==> src/rtl/ysyx_23060332_ifu_pkg.sv <==
// Shared constants and FSM encoding for the instruction fetch unit.
package ysyx_23060332_ifu_pkg;

    localparam int          INST_BUS      = 32;
    localparam int          INST_ADDR_BUS = 32;
    localparam logic [31:0] PC_RST        = 32'h8000_0000;
    localparam logic [31:0] INST_NOP      = 32'h0000_0013;
    localparam logic        VALID         = 1'b1;
    localparam logic        INVALID       = 1'b0;

    typedef enum logic [1:0] {
        IFU_IDLE = 2'd0,
        IFU_REQ  = 2'd1,
        IFU_WAIT = 2'd2,
        IFU_OUT  = 2'd3
    } ifu_state_e;

endpackage

==> src/rtl/ysyx_23060332_ifu_pc.sv <==
// PC register with deferred-redirect capture for fetches already in flight.
module ysyx_23060332_ifu_pc
    import ysyx_23060332_ifu_pkg::*;
#(
    parameter int          XLEN     = 32,
    parameter logic [31:0] RESET_PC = PC_RST
) (
    input  logic            clk,
    input  logic            rst,
    input  ifu_state_e      state,
    input  logic            rsp_valid,
    input  logic            inst_fire,
    input  logic            jump_flag,
    input  logic [XLEN-1:0] jump_addr,
    output logic [XLEN-1:0] pc,
    output logic            redir_pend
);

    logic [XLEN-1:0] redir_pc;
    logic [XLEN-1:0] jump_tgt;
    logic [XLEN-1:0] pc_nxt;
    logic            pend_nxt;
    logic [XLEN-1:0] redir_pc_nxt;

    assign jump_tgt = {jump_addr[XLEN-1:2], 2'b00};

    always_comb begin
        pc_nxt       = pc;
        pend_nxt     = redir_pend;
        redir_pc_nxt = redir_pc;
        case (state)
            IFU_REQ: begin
                if (jump_flag) begin
                    pend_nxt     = 1'b1;
                    redir_pc_nxt = jump_tgt;
                end
            end
            IFU_WAIT: begin
                // A response arriving with a live or pending redirect is dropped.
                if (rsp_valid) begin
                    pend_nxt = 1'b0;
                    if (jump_flag)
                        pc_nxt = jump_tgt;
                    else if (redir_pend)
                        pc_nxt = redir_pc;
                end else if (jump_flag) begin
                    pend_nxt     = 1'b1;
                    redir_pc_nxt = jump_tgt;
                end
            end
            IFU_OUT: begin
                if (jump_flag)
                    pc_nxt = jump_tgt;
                else if (inst_fire)
                    pc_nxt = pc + XLEN'(4);
            end
            default: ;
        endcase
    end

    always_ff @(posedge clk) begin
        if (rst) begin
            pc         <= XLEN'(RESET_PC);
            redir_pend <= 1'b0;
            redir_pc   <= '0;
        end else begin
            pc         <= pc_nxt;
            redir_pend <= pend_nxt;
            redir_pc   <= redir_pc_nxt;
        end
    end

endmodule

==> src/rtl/ysyx_23060332_ifu.sv <==
// Instruction fetch unit: REQ/WAIT/OUT fetch loop feeding decode, with jump squash.
module ysyx_23060332_ifu
    import ysyx_23060332_ifu_pkg::*;
#(
    parameter logic [31:0] RESET_PC = PC_RST,
    parameter int          XLEN     = INST_ADDR_BUS
) (
    input  logic            clk,
    input  logic            rst,
    output logic            req_valid_o,
    input  logic            req_ready_i,
    output logic [XLEN-1:0] req_addr_o,
    input  logic            rsp_valid_i,
    output logic            rsp_ready_o,
    input  logic [XLEN-1:0] rsp_data_i,
    input  logic            rsp_err_i,
    input  logic            jump_flag_i,
    input  logic [XLEN-1:0] jump_addr_i,
    output logic            inst_valid_o,
    input  logic            inst_ready_i,
    output logic [XLEN-1:0] inst_o,
    output logic [XLEN-1:0] inst_addr_o,
    output logic            inst_err_o
);

    ifu_state_e      state;
    ifu_state_e      state_nxt;
    logic [XLEN-1:0] pc;
    logic            redir_pend;
    logic            inst_fire;
    logic            rsp_keep;

    assign inst_fire = (state == IFU_OUT) && inst_ready_i;
    assign rsp_keep  = (state == IFU_WAIT) && rsp_valid_i && !redir_pend && !jump_flag_i;

    ysyx_23060332_ifu_pc #(
        .XLEN     (XLEN),
        .RESET_PC (RESET_PC)
    ) u_pc (
        .clk        (clk),
        .rst        (rst),
        .state      (state),
        .rsp_valid  (rsp_valid_i),
        .inst_fire  (inst_fire),
        .jump_flag  (jump_flag_i),
        .jump_addr  (jump_addr_i),
        .pc         (pc),
        .redir_pend (redir_pend)
    );

    always_ff @(posedge clk) begin
        if (rst)
            state <= IFU_IDLE;
        else
            state <= state_nxt;
    end

    always_comb begin
        state_nxt = state;
        case (state)
            IFU_IDLE: state_nxt = IFU_REQ;
            IFU_REQ:  if (req_ready_i) state_nxt = IFU_WAIT;
            IFU_WAIT: begin
                if (rsp_valid_i)
                    state_nxt = (redir_pend || jump_flag_i) ? IFU_REQ : IFU_OUT;
            end
            IFU_OUT:  if (inst_ready_i || jump_flag_i) state_nxt = IFU_REQ;
            default:  state_nxt = IFU_IDLE;
        endcase
    end

    always_ff @(posedge clk) begin
        if (rst) begin
            inst_o      <= '0;
            inst_addr_o <= '0;
            inst_err_o  <= 1'b0;
        end else if (rsp_keep) begin
            inst_o      <= rsp_data_i;
            inst_addr_o <= pc;
            inst_err_o  <= rsp_err_i;
        end
    end

    // Handshake outputs decode from the registered state only.
    assign req_valid_o  = (state == IFU_REQ);
    assign rsp_ready_o  = (state == IFU_WAIT);
    assign inst_valid_o = (state == IFU_OUT);
    assign req_addr_o   = pc;

endmodule
==> config.mk <==
export PLATFORM = sky130hd
export DESIGN_NAME = ysyx_23060332_ifu
export DESIGN_NICKNAME = d
export VERILOG_FILES = /design/src/rtl/ysyx_23060332_ifu_pkg.sv /design/src/rtl/ysyx_23060332_ifu_pc.sv /design/src/rtl/ysyx_23060332_ifu.sv
export SDC_FILE = /design/constraint.sdc
export NUM_CORES = 1
export LEC_CHECK = 0
export ABC_CLOCK_PERIOD_IN_PS = 2400
export CAP_MARGIN = 20
export CORE_ASPECT_RATIO = 1.4
export CORE_UTILIZATION = 48
export DETAILED_ROUTE_END_ITERATION = 10
export PLACE_DENSITY = 0.9
export SLEW_MARGIN = 20
export SYNTH_ARGS = -nofsm -noshare
export SYNTH_HDL_FRONTEND = slang
export SYNTH_SLANG_ARGS = --single-unit
==> constraint.sdc <==
create_clock -name clk -period 2.4 [get_ports clk]
set_input_delay 0.24 -clock clk [delete_from_list [all_inputs] [get_ports clk]]
set_output_delay 0.24 -clock clk [all_outputs]
set_load 0.02 [all_outputs]
* Word-level counts from Yosys, hierarchy flattened
Cells that the tools add are included.
** Word-level totals
- Input port bits :: 71
- Bits in registers :: 132
- Output and inout bits :: 100
** Operators by class
- Equality and inequality tests :: 9
- $add $sub $neg :: 1
- Reduce and logical (&&, ||, !) cells :: 14
- Mux-type cells :: 17
** Operator list (number)
- 2-to-1 mux 32 bit :: 7
- case mux 32 bit (2 select lines) :: 2
- adder 32 x 3 -> 32 bit (second input constant) :: 1
- 2-to-1 mux 2 bit :: 4
- case mux 2 bit (4 select lines) :: 1
- equality test 2 bit (second input constant) :: 2
- logical AND 1 bit :: 4
- != test 2 x 1 -> 1 bit (second input constant) :: 2
- != test 2 bit (second input constant) :: 2
- AND reduction 4 bit :: 1
- nonzero test 2 bit :: 2
- != test 3 x 1 -> 1 bit (second input constant) :: 1
- != test 3 x 2 -> 1 bit (second input constant) :: 1
- AND reduction 3 bit :: 1
- equality test 2 x 1 -> 1 bit (second input constant) :: 1
- logical NOT 1 bit :: 2
- logical NOT 2 bit :: 1
- logical OR 1 bit :: 2
- 2-to-1 mux 1 bit :: 2
- case mux 1 bit (2 select lines) :: 1
- AND reduction 2 bit :: 1

* Logic depth before layout (Yosys ltp)
- Word-level depth :: 5
- Depth in mapped cells :: 9

* By module
Synthesis repeated with hierarchy kept, for this count alone.
** Second synthesis, totals
- Cells, all modules :: 799
- Area total of the unflattened synthesis :: 6125.9 sq um
** By module, submodules not included
- ysyx_23060332_ifu_pc :: cells each 494, seq. area each 1301.2 sq um, area an instance 3643.5 sq um, instances 1
- ysyx_23060332_ifu :: cells each 305, seq. area each 1341.3 sq um, area an instance 2482.4 sq um, instances 1

* Worst setup path after synthesis
OpenSTA, ideal clock, no wires.
- Path type :: flip-flop to flip-flop
- From :: register state[0]
- To :: register u_pc.pc[25]
- Cell stages (with the launch flop) :: 8
- Path slack :: 410 ps
- Path buffers :: 1
- Arrival time :: 1916 ps
- Setup time :: 74 ps
- Required time :: 2326 ps
- Path through :: dfxtp_1 ha_1 buf_4 inv_2 o21ai_1 nand2_1 or4_1 a31oi_1
** On the way
- Word-level cells in the longest chain between the ends :: 4
** Ends and longest elaborated chain
- start: declaration :: RTL line ysyx_23060332_ifu.sv:26 : ifu_state_e state;
- start signal: assignment :: RTL line ysyx_23060332_ifu.sv:55 : state <= state_nxt;
- equality test 2 bit (*)
- net inst_valid_o :: RTL line ysyx_23060332_ifu.sv:19 : output logic inst_valid_o,
- logical AND 1 bit :: RTL line ysyx_23060332_ifu.sv:33 : assign inst_fire = (state == IFU_OUT) && inst_ready_i;
- != test 3 x 2 -> 1 bit (no line)
- AND reduction 4 bit (no line)
- end signal: assignment :: RTL line ysyx_23060332_ifu_pc.sv:63 : pc <= XLEN'(RESET_PC);
- end signal: assignment :: RTL line ysyx_23060332_ifu_pc.sv:67 : pc <= pc_nxt;
- end: declaration :: RTL line ysyx_23060332_ifu_pc.sv:15 : output logic [XLEN-1:0] pc,
Mark *: on every way through the listed nets, which the timed path passes. The rest lies on a longest branch.
A chain may end at the register's enable or synchronous reset.

* Worst setup path after layout
- From :: register state[0]
- To :: register u_pc.pc[26]
** On the way
- Word-level cells in the longest chain between the ends :: 4
** Ends and longest elaborated chain (RTL line)
- equality test 2 bit :: ysyx_23060332_ifu_pc.sv:31, ysyx_23060332_ifu.sv:33
- logical AND 1 bit :: ysyx_23060332_ifu.sv:33
- != test 3 x 2 -> 1 bit (no line)
- AND reduction 4 bit (no line)
Several ways; a longest one is shown, not always the timed one.

==> results.toml <==
[finish]
n_fill_cell = 932
finalNetCount = 1007
area_growth_pct = 40.8
n_antenna_cell = 0
multiInputGateArea_um2 = 2930
drive_above_1_share_pct = 7.63
final-seq-area_um2 = 2640
fin_util_pct = 69.5
final_common_cell = "nand2_1"
final_cell_mix = "nand2_1, clkdlybuf4s50_1, a21oi_1"

[global_routing]
top_usage_layer = "met2"
grt_pass1_vias = 5621
grt-ovfl-total = 0
grt_max_degree = 71
grt_pass1_wl_um = 27900
grt_usage_pct = 28.3
met3_usage_pct = 5.00
use_met2_pct = 46.0
use_met1_pct = 35.4
grt_antenna_before_repair = 0

[place]
dp_hpwl_um = 12200
place_congestion = 0.898
port_buffers = 168

[clocking]
postCtsHoldBufs = 0
cts.path.max_buffers = 2
tritoncts = "yes"
htree_levels = 4
clk_latency_ps = 420
cts.sinks = 132
clkTransAtPathRegs_ps = 60
cts_root_buf = "clkbuf_16"
cts_buffers = 17

[floorplan]
io_pins = 171
dieArea_um2 = 12700
core_area_um2 = 11900
fp.dieH_um = 133
start_util_pct = 49.4
num_rows = 47
die_x_um = 95.4

[logic_synthesis]
synth_flop_cell = "dfxtp_1"
synth_cell_type_count = 57
ys.warnings.count = 0
synth_area_um2 = 5860
yosysSeqAreaShare_pct = 45.1
async_flop_share_pct = 0
synth_enable_flop_cells = 0
ys_ff_latch = 132
avgSynthCellArea_um2 = 7.55
synthCells = 777
syn_nets = 853

[detailed_routing]
via_per_inst = 5.72
drc = 0
drtIter0Drc = 551
ant_nets = 0
wirelength_um = 17800
num_vias = 6245
detail_route.first_pass.iterations = 5
wl_per_cell_um = 16.3

[power_and_ir_drop]
leakage_nw = 2.85
ir_worst_vdd_mv = 0.620
pwr_density_cell_nw_per_um2 = 643

[timing]
fin_crit_sh_pct = 97.8
min_period_ps = 2350
hold_violations = 0
max_slew_margin_pct = 44.9
finalMaxSlewViolations = 0
clock.fmax_ghz = 0.426
skew_ps = 6.08
rsz0062_at_grt = "no"
fin_tns_setup_ps = 0
tightest_slew_ps = 820
setup_violations = 0

[critical_path]
crit_path_end_kind = "flop"
crit_fanout = 12
critPathKind = "flop to flop"
crit_arrival_ps = 2630
worstPathRequired_ps = 2680
setup.worst_path.start_class = "flop"

[min_path]
hold_path_class = "input pin to flop"

[flow_run]
max_cap_viol_count = 0

[status]
status = "finished, final reports clean"
metrics by stage:
step	cells	hold WS (ps)	setup WS, ps	instance area, um^2	power, W
after detailed placement	1059	442	8.07	7720	0.00300
after floorplan	777	376	410	5860	0.00270
after CTS	1091	109	116	8260	0.00534
after global placement	1059	437	81.1	7720	0.00299
after global routing	1091	120	6.16	8260	0.00550
final	1091	129	53.2	8260	0.00531
cell families (layout without fill, tap and decap cells):
kind of cell,count (synthesis),in the layout,synth area share [%]
flip-flops,132,132,45.1
AND/OR/NAND/NOR,337,337,25.4
adder cells (fa/ha/maj),5,5,1.07
AO/OA/AOI/OAI,223,223,22.3
buffers and inverters,73,240,5.04
multiplexers,7,7,1.20
state kept, by name (all words and copies together), names as in the netlist:
register         count
inst_o              32
inst_err_o           1
u_pc.redir_pc       32
inst_addr_o         32
u_pc.pc             32
state                2
u_pc.redir_pend      1
where the power goes:
part	internal, W	switching (W)	leakage, nW
combinational	0.000292	0.000357	1.52
sequential	0.00226	0.0000572	1.07
clock	0.00137	0.000968	0.258
total	0.00392	0.00138	2.85
cells in the mapped netlist (7+ instances only):
cell type	n	area [um^2]
and3_1	14	87.6
inv_1	10	37.5
mux2i_1	7	70.1
clkbuf_1	45	169
nand3_1	16	80.1
a21oi_1	135	676
nand2b_1	7	43.8
dfxtp_1	132	2640
nand2_1	229	860
nand4_1	13	81.3
o211ai_1	10	75.1
o21ai_1	14	70.1
buf_2	11	55.1
nor2_1	23	86.3
o21ai_0	15	75.1
area by class of cell:
| class | count | area share (%) |
|---|---|---|
| timing repair buffer | 196 | 23.2 |
| multi-input combinational | 572 | 35.5 |
| sequential | 132 | 32.0 |
| inverter | 12 | 0.545 |
| clock inverter | 12 | 0.985 |
| clock buffer | 20 | 5.53 |
| tap | 147 | 2.23 |
layer usage:
layer	part of all wire, %	vias up
li1	-	2995
met1	40	2899
met2	50	303
met3	7.3	48
met4	3.3	0
met5	0	-
path summary, 6_finish.rpt:
| path | startpoint | endpoint | slack, ps | cells after the start |
|---|---|---|---|---|
| max | state[0] | u_pc.pc[26] | 50 | 6 |
| min | rst | inst_addr_o[11] | 130 | 2 |
| max reg2reg | state[0] | u_pc.pc[26] | 50 | 6 |
| min reg2reg | u_pc.redir_pc[6] | u_pc.redir_pc[6] | 450 | 2 |
repair_timing:
| item | in CTS | in global routing |
|---|---|---|
| setup buffers | 0 | 0 |
| resized for setup | 1 | 0 |
| setup endpoints to repair | 1 | 0 |
worst max-delay path, stage by stage (launching register included):
cell       delay (ps)
dfxtp_1           410
ha_2              370
inv_2              60
o21ai_1           370
nand2_1           290
a2111oi_0         560
a211oi_1          150
Power figures use the tool's default switching activity.
